File: src/rtl/alu_pkg.sv
// Shared definitions for the ALU arbiter slice: opcodes, port ids,
// output-register FSM encoding and the ALU result bundle.
package alu_pkg;

    localparam int unsigned OPC_W  = 4;
    localparam int unsigned DATA_W = 8;

    // ALU opcodes
    localparam logic [OPC_W-1:0] ADD   = 4'd0;
    localparam logic [OPC_W-1:0] SUB   = 4'd1;
    localparam logic [OPC_W-1:0] AND   = 4'd2;
    localparam logic [OPC_W-1:0] OR    = 4'd3;
    localparam logic [OPC_W-1:0] XOR   = 4'd4;
    localparam logic [OPC_W-1:0] SLT   = 4'd5;
    localparam logic [OPC_W-1:0] SHIFT = 4'd6;
    localparam logic [OPC_W-1:0] ADDI  = 4'd7;
    localparam logic [OPC_W-1:0] BEQ   = 4'd8;
    localparam logic [OPC_W-1:0] BNE   = 4'd9;

    // Requester ids
    localparam logic PORT0 = 1'b0;
    localparam logic PORT1 = 1'b1;

    // Output register FSM: EMPTY means full=0, HELD means full=1
    localparam logic [0:0] EMPTY = 1'b0;
    localparam logic [0:0] HELD  = 1'b1;

    // Everything the ALU produces for one operation
    typedef struct packed {
        logic [DATA_W-1:0] result;
        logic              zero;
        logic              branch;
    } alu_out_t;

    // The port that should win the next tie after `p` was served
    function automatic logic other_port(input logic p);
        return ~p;
    endfunction

endpackage

File: src/rtl/alu.sv
// Single-cycle 8-bit ALU shared by both issue ports. Purely combinational.
module alu
    import alu_pkg::*;
(
    input  logic [OPC_W-1:0]         opcode,
    input  logic                     dir,
    input  logic signed [DATA_W-1:0] a,
    input  logic signed [DATA_W-1:0] b,
    output logic signed [DATA_W-1:0] result,
    output logic                     zero,
    output logic                     branch_taken
);

    logic [DATA_W-1:0] a_u;
    logic [DATA_W-1:0] b_u;
    logic              known_op;

    assign a_u = a;
    assign b_u = b;

    // Decode the opcode; unknown opcodes force result 0 and zero=1
    always_comb begin
        result       = '0;
        branch_taken = 1'b0;
        known_op     = 1'b1;
        case (opcode)
            ADD, ADDI: result = a + b;
            SUB:       result = a - b;
            AND:       result = a & b;
            OR:        result = a | b;
            XOR:       result = a ^ b;
            SLT:       result = {{(DATA_W-1){1'b0}}, (a < b)};
            SHIFT: begin
                // b is a shift amount read as unsigned; anything >= 8 clears
                if (b_u[DATA_W-1:3] != '0) begin
                    result = '0;
                end else if (dir) begin
                    result = a_u >> b_u[2:0];
                end else begin
                    result = a_u << b_u[2:0];
                end
            end
            BEQ: begin
                result       = a - b;
                branch_taken = (a == b);
            end
            BNE: begin
                result       = a - b;
                branch_taken = (a != b);
            end
            default: known_op = 1'b0;
        endcase
        zero = known_op ? (result == '0) : 1'b1;
    end

endmodule

File: src/rtl/rr_arb2.sv
// Two-way round-robin grant: a lone requester wins, a tie goes to prio.
module rr_arb2
    import alu_pkg::*;
(
    input  logic valid0,
    input  logic valid1,
    input  logic prio,
    output logic grant0,
    output logic grant1
);

    // At most one grant; the priority pointer only matters on a tie
    always_comb begin
        grant0 = valid0 && (!valid1 || (prio == PORT0));
        grant1 = valid1 && (!valid0 || (prio == PORT1));
    end

endmodule

File: src/rtl/alu_arbiter.sv
// Shares one ALU between two issue ports. A round-robin grant picks the
// operation, the ALU evaluates it in the same cycle and the result lands
// in a single output register returned to the originating port one cycle
// later.
//
// Handshake: a transfer happens on a rising edge where valid && ready are
// both 1. A requester keeps valid high and its fields stable until ready;
// ready may depend combinationally on valid and on the response side.
module alu_arbiter
    import alu_pkg::*;
#(
    parameter bit FIRST_PRIO = 1'b0
) (
    input  logic              clk,
    input  logic              rst,

    input  logic              req0_valid,
    output logic              req0_ready,
    input  logic [OPC_W-1:0]  req0_opcode,
    input  logic              req0_dir,
    input  logic [DATA_W-1:0] req0_a,
    input  logic [DATA_W-1:0] req0_b,

    input  logic              req1_valid,
    output logic              req1_ready,
    input  logic [OPC_W-1:0]  req1_opcode,
    input  logic              req1_dir,
    input  logic [DATA_W-1:0] req1_a,
    input  logic [DATA_W-1:0] req1_b,

    output logic              rsp0_valid,
    input  logic              rsp0_ready,
    output logic [DATA_W-1:0] rsp0_result,
    output logic              rsp0_zero,
    output logic              rsp0_branch,

    output logic              rsp1_valid,
    input  logic              rsp1_ready,
    output logic [DATA_W-1:0] rsp1_result,
    output logic              rsp1_zero,
    output logic              rsp1_branch,

    output logic [0:0]        dbg_state
);

    // Output register and priority pointer
    logic [0:0]        state_q,  state_d;
    logic              owner_q,  owner_d;
    logic [DATA_W-1:0] result_q, result_d;
    logic              zero_q,   zero_d;
    logic              branch_q, branch_d;
    logic              prio_q,   prio_d;

    logic              full;
    logic              rsp_hs;
    logic              slot_free;
    logic              grant0;
    logic              grant1;
    logic              accept;
    logic              gsel;

    logic [OPC_W-1:0]  alu_opcode;
    logic              alu_dir;
    logic [DATA_W-1:0] alu_a;
    logic [DATA_W-1:0] alu_b;
    alu_out_t          alu_out;

    assign full      = (state_q == HELD);
    assign dbg_state = state_q;

    rr_arb2 u_arb (
        .valid0 (req0_valid),
        .valid1 (req1_valid),
        .prio   (prio_q),
        .grant0 (grant0),
        .grant1 (grant1)
    );

    alu u_alu (
        .opcode       (alu_opcode),
        .dir          (alu_dir),
        .a            (alu_a),
        .b            (alu_b),
        .result       (alu_out.result),
        .zero         (alu_out.zero),
        .branch_taken (alu_out.branch)
    );

    // Response side: only the owner sees valid; reset masks everything so
    // a held result is never presented while rst is high
    always_comb begin
        rsp0_valid  = full && (owner_q == PORT0) && !rst;
        rsp1_valid  = full && (owner_q == PORT1) && !rst;
        rsp0_result = result_q;
        rsp0_zero   = zero_q;
        rsp0_branch = branch_q;
        rsp1_result = result_q;
        rsp1_zero   = zero_q;
        rsp1_branch = branch_q;
        rsp_hs      = (rsp0_valid && rsp0_ready) || (rsp1_valid && rsp1_ready);
    end

    // Request side: the register is free when empty or being drained now,
    // which is what allows a new grant in the same cycle as a response
    always_comb begin
        slot_free  = !full || rsp_hs;
        req0_ready = grant0 && slot_free && !rst;
        req1_ready = grant1 && slot_free && !rst;
        accept     = req0_ready || req1_ready;
        gsel       = req1_ready ? PORT1 : PORT0;
    end

    // Steer the granted port's operation into the shared ALU
    always_comb begin
        if (grant1) begin
            alu_opcode = req1_opcode;
            alu_dir    = req1_dir;
            alu_a      = req1_a;
            alu_b      = req1_b;
        end else begin
            alu_opcode = req0_opcode;
            alu_dir    = req0_dir;
            alu_a      = req0_a;
            alu_b      = req0_b;
        end
    end

    // Next-state: a grant loads the register and flips priority; a bare
    // response handshake empties it; otherwise everything holds
    always_comb begin
        state_d  = state_q;
        owner_d  = owner_q;
        result_d = result_q;
        zero_d   = zero_q;
        branch_d = branch_q;
        prio_d   = prio_q;
        if (accept) begin
            state_d  = HELD;
            owner_d  = gsel;
            result_d = alu_out.result;
            zero_d   = alu_out.zero;
            branch_d = alu_out.branch;
            prio_d   = other_port(gsel);
        end else if (rsp_hs) begin
            state_d  = EMPTY;
        end
    end

    // Register update with synchronous reset
    always_ff @(posedge clk) begin
        if (rst) begin
            state_q  <= EMPTY;
            owner_q  <= PORT0;
            result_q <= '0;
            zero_q   <= 1'b0;
            branch_q <= 1'b0;
            prio_q   <= FIRST_PRIO;
        end else begin
            state_q  <= state_d;
            owner_q  <= owner_d;
            result_q <= result_d;
            zero_q   <= zero_d;
            branch_q <= branch_d;
            prio_q   <= prio_d;
        end
    end

endmodule

File: config.mk
export PLATFORM = sky130hd
export DESIGN_NAME = alu_arbiter
export DESIGN_NICKNAME = d
export VERILOG_FILES = /design/src/rtl/alu_pkg.sv /design/src/rtl/alu.sv /design/src/rtl/rr_arb2.sv /design/src/rtl/alu_arbiter.sv
export SDC_FILE = /design/constraint.sdc
export NUM_CORES = 1
export LEC_CHECK = 0
export CAP_MARGIN = 5
export CELL_PAD_IN_SITES_DETAIL_PLACEMENT = 1
export CELL_PAD_IN_SITES_GLOBAL_PLACEMENT = 2
export CORE_ASPECT_RATIO = 1.25
export CORE_MARGIN = 2
export CORE_UTILIZATION = 29
export DETAILED_ROUTE_END_ITERATION = 8
export GPL_TIMING_DRIVEN = 0
export PLACE_DENSITY_LB_ADDON = 0.08
export SLEW_MARGIN = 20
export SYNTH_ARGS = -nofsm -noshare
export SYNTH_HDL_FRONTEND = slang
export SYNTH_SLANG_ARGS = --single-unit
File: constraint.sdc
create_clock -name clk -period 4.35 [get_ports clk]
set_input_delay 0.435 -clock clk [delete_from_list [all_inputs] [get_ports clk]]
set_output_delay 0.435 -clock clk [all_outputs]
set_load 0.005 [all_outputs]
==> run_results.csv <==
group,metric,value,unit
yosys,synthSimpleGateAreaFrac,27.1,%
hold_path,hold_path_class,"flop to flop",
run_status,status,"complete, no violations",
global_route,grt-ovfl-total,0,
clock_network,cts.sinks,13,
cells_and_area,syn2layout_area_growth,29.2,%
pwr,netSwitchingPower,396,µW
sta,rsz0062_at_grt,"no",
clock_network,clkLatencyLatePin,240,ps
placement,gp_congestion,0.879,
drt,drtIter0Drc,148,
yosys,yosysSeqAreaShare,8.00,%
floorplan,row_count,43,
cells_and_area,fillers,1398,
yosys,synthTopCellsByArea,"ha_1, dfxtp_1, nand2_1",
yosys,synth_top_family_by_area,"compound AO/OA/AOI/OAI gates",
pwr,comb_power_share,64.7,%
sta,finalSetupTns,0,ps
cells_and_area,final_area,0.00420,mm²
floorplan,core_area,0.0110,mm²
pwr,intPower,498,µW
pwr,switching_share,44.3,%
yosys,syn_area_per_cell,7.02,µm²
global_route,grt_max_degree,20,
setup_path,endpoint_kind,"flop",
pwr,ir_drop,0.109,mV
pwr,p_per_area,213,mW/mm²
sta,fin_ws,305,ps
global_route,track_usage,23.0,%
drt,via_per_inst,5.71,
yosys,synthAdderAreaFrac,11.6,%
sta,drv_slew,0,
global_route,antenna_found_initial,0,
pwr,total_power,894,µW
drt,avgRoutedWirePerCell,20.8,µm
floorplan,design.die.area,0.0121,mm²
placement,io_buffers,68,
floorplan,start_util,29.5,%
yosys,synth_flop_cell,"dfxtp_1",
sta,period_needed,4050,ps
yosys,synth.distinct_cells,77,
yosys,synthArstFlopShare,0,%
clock_network,post_cts_buffers,0,
yosys,synth_edf_count,0,
global_route,grt_pass1_wl,22100,µm
yosys,synth_area_leader_cell,"ha_1",
run,maxCapViolations,0,
sta,timing.final.crit_share,93.0,%
drt,post-route-drc-count,0,
drt,dr.pass1.iters,6,
pwr,clkPwrFrac,19.8,%
drt,final_antenna_net_count,0,
sta,worst_pin_slew,1070,ps
clock_network,cts_buffers,3,
clock_network,postCtsHoldBufs,0,
floorplan,io_pins,73,
placement,hpwl,12000,µm
cells_and_area,drive_above_1_share,11.3,%
floorplan,chipHeight,122,µm
clock_network,cts_tree,"built",
global_route,grt_pass1_vias,4021,
setup_path,critPathKind,"input port to flop",
sta,relSlewSlack,26.5,%
drt,vias,3801,
setup_path,required,4510,ps
clock_network,clk_pin_slew,50,ps
drt,routed_wl,13900,µm
sta,finalHoldViolCount,0,
yosys,synth.cell_area,0.00325,mm²
setup_path,cp_data_arrival_time,4210,ps
clock_network,clock_path_buffers,2,
placement,preCtsSetupSlack,-1100,ps
placement,placed_cell_area,0.00410,mm²
cells_and_area,diodes,0,
pwr,seq_power_share,15.5,%
floorplan,die_x,98.7,µm
clock_network,cts_root_buf,"clkbuf_16",
setup_path,critPathMaxFanout,10,
cells_and_area,nets,609,
yosys,muxShareOfSynthArea,7.50,%
yosys,yosysWarnings,0,
yosys,synth_compound_area_share,33.7,%
cells_and_area,layout_common_cells,"nand2_1, clkdlybuf4s50_1, a21oi_1",
sta,max_freq,0.247,GHz
yosys,synth_cells,463,
setup_path,cp-start-kind,"input port",
sta,fin_skew,2.88,ps
yosys,synth_xor_area_share,0.808,%
yosys,synth.top_cell.area_share,10.4,%
yosys,synth_fp_nets,540,
pwr,power_leakage,1.74,nW
cells_and_area,utilization,38.1,%
yosys,synth-seq-cells,13,
clock_network,h-tree-depth,1,
sta,setup_violations,0,
state kept, by name, indices dropped and copies added (netlist names):
register,count
rsp0_result,8
dbg_state,1
owner_q,1
prio_q,1
rsp0_branch,1
rsp0_zero,1
per-stage QoR:
step | hold WS [ps] | cells
2_1_floorplan | 448 | 463
3_3_place_gp | 474 | 666
3_5_place_dp | 488 | 666
4_1_cts | 499 | 668
5_1_grt | 529 | 666
6_report | 502 | 666
routing by layer:
layer / up-vias / track usage [%] / share of wire (%)
met4: 0 / 7.11 / 2.3
met5: - / 0 / 0
met2: 83 / 42.5 / 51
met1: 1863 / 28.3 / 43
li1: 1837 / - / -
met3: 18 / 1.59 / 3.2
kinds of logic after synthesis:
logic type | after synthesis
AND/OR/NAND/NOR | 175
AO/OA/AOI/OAI | 149
buffers and inverters | 70
adder cells (fa/ha/maj) | 29
multiplexers | 24
flip-flops | 13
XOR/XNOR | 3
critical path: stages:
cell and delay (ps):
dlygate4sd2_1 330, nand2b_2 170, buf_6 190, nand2_4 150
buf_4 210, clkbuf_4 260, nand2_1 70, nand2_1 130
inv_1 120, fa_1 490, nor2_1 140, a221oi_2 100
or4_1 410, o211ai_1 130, a221oi_1 150, nor3_2 290
nand4_1 160, o31ai_2 250
synth_stat cells, drive strengths merged, types with 3 or more instances:
cell type,count
a2111oi,6
a211oi,13
a21boi,3
a21oi,38
a221oi,8
a22oi,4
a311oi,4
a31oi,8
and2,5
and3,6
buf,31
clkbuf,8
dfxtp,13
ha,27
inv,31
mux2,3
mux2i,21
nand2,68
nand2b,9
nand3,12
nand4,6
nor2,26
nor2b,13
nor3,8
nor3b,4
nor4,6
o211ai,6
o21ai,19
o221ai,3
o22ai,3
o2bb2ai,3
o311ai,3
o31ai,3
o41ai,3
or2,3
or3,3
xnor2,3
power groups by stage:
stage | sequential, mW | combinational [mW] | clock, mW
floorplan | 0.140 | 0.350 | 0
global placement | 0.141 | 0.562 | 0
detailed placement | 0.141 | 0.572 | 0
CTS | 0.139 | 0.579 | 0.178
global route | 0.141 | 0.635 | 0.184
finish | 0.139 | 0.578 | 0.176
final cells by class:
class	count	area (µm²)	share of cell area (%)
Clock buffer	4	78.8	1.88
Sequential cell	13	260	6.19
Timing Repair Buffer	68	679	16.2
Inverter	31	116	2.77
Multi-Input combinational cell	380	2660	63.3
Buffer	35	238	5.66
Tap cell	135	169	4.02
path summary, 6_finish.rpt:
check	start	endpoint	slack, ps	cells past startpoint
worst max-delay path	req0_valid	rsp0_zero$_SDFFE_PP0P_	300	18
worst min-delay path	prio_q$_SDFFE_PP0P_	prio_q$_SDFFE_PP0P_	500	1
worst max register to register	prio_q$_SDFFE_PP0P_	rsp0_zero$_SDFFE_PP0P_	420	17
worst min register to register	prio_q$_SDFFE_PP0P_	prio_q$_SDFFE_PP0P_	500	1
what timing repair did:
item                                    in CTS  in global routing
endpoints found under the setup margin       9                  2
pin swaps                                    1                  1
resized for setup                           10                  1
(Power assumes the default switching activity.)
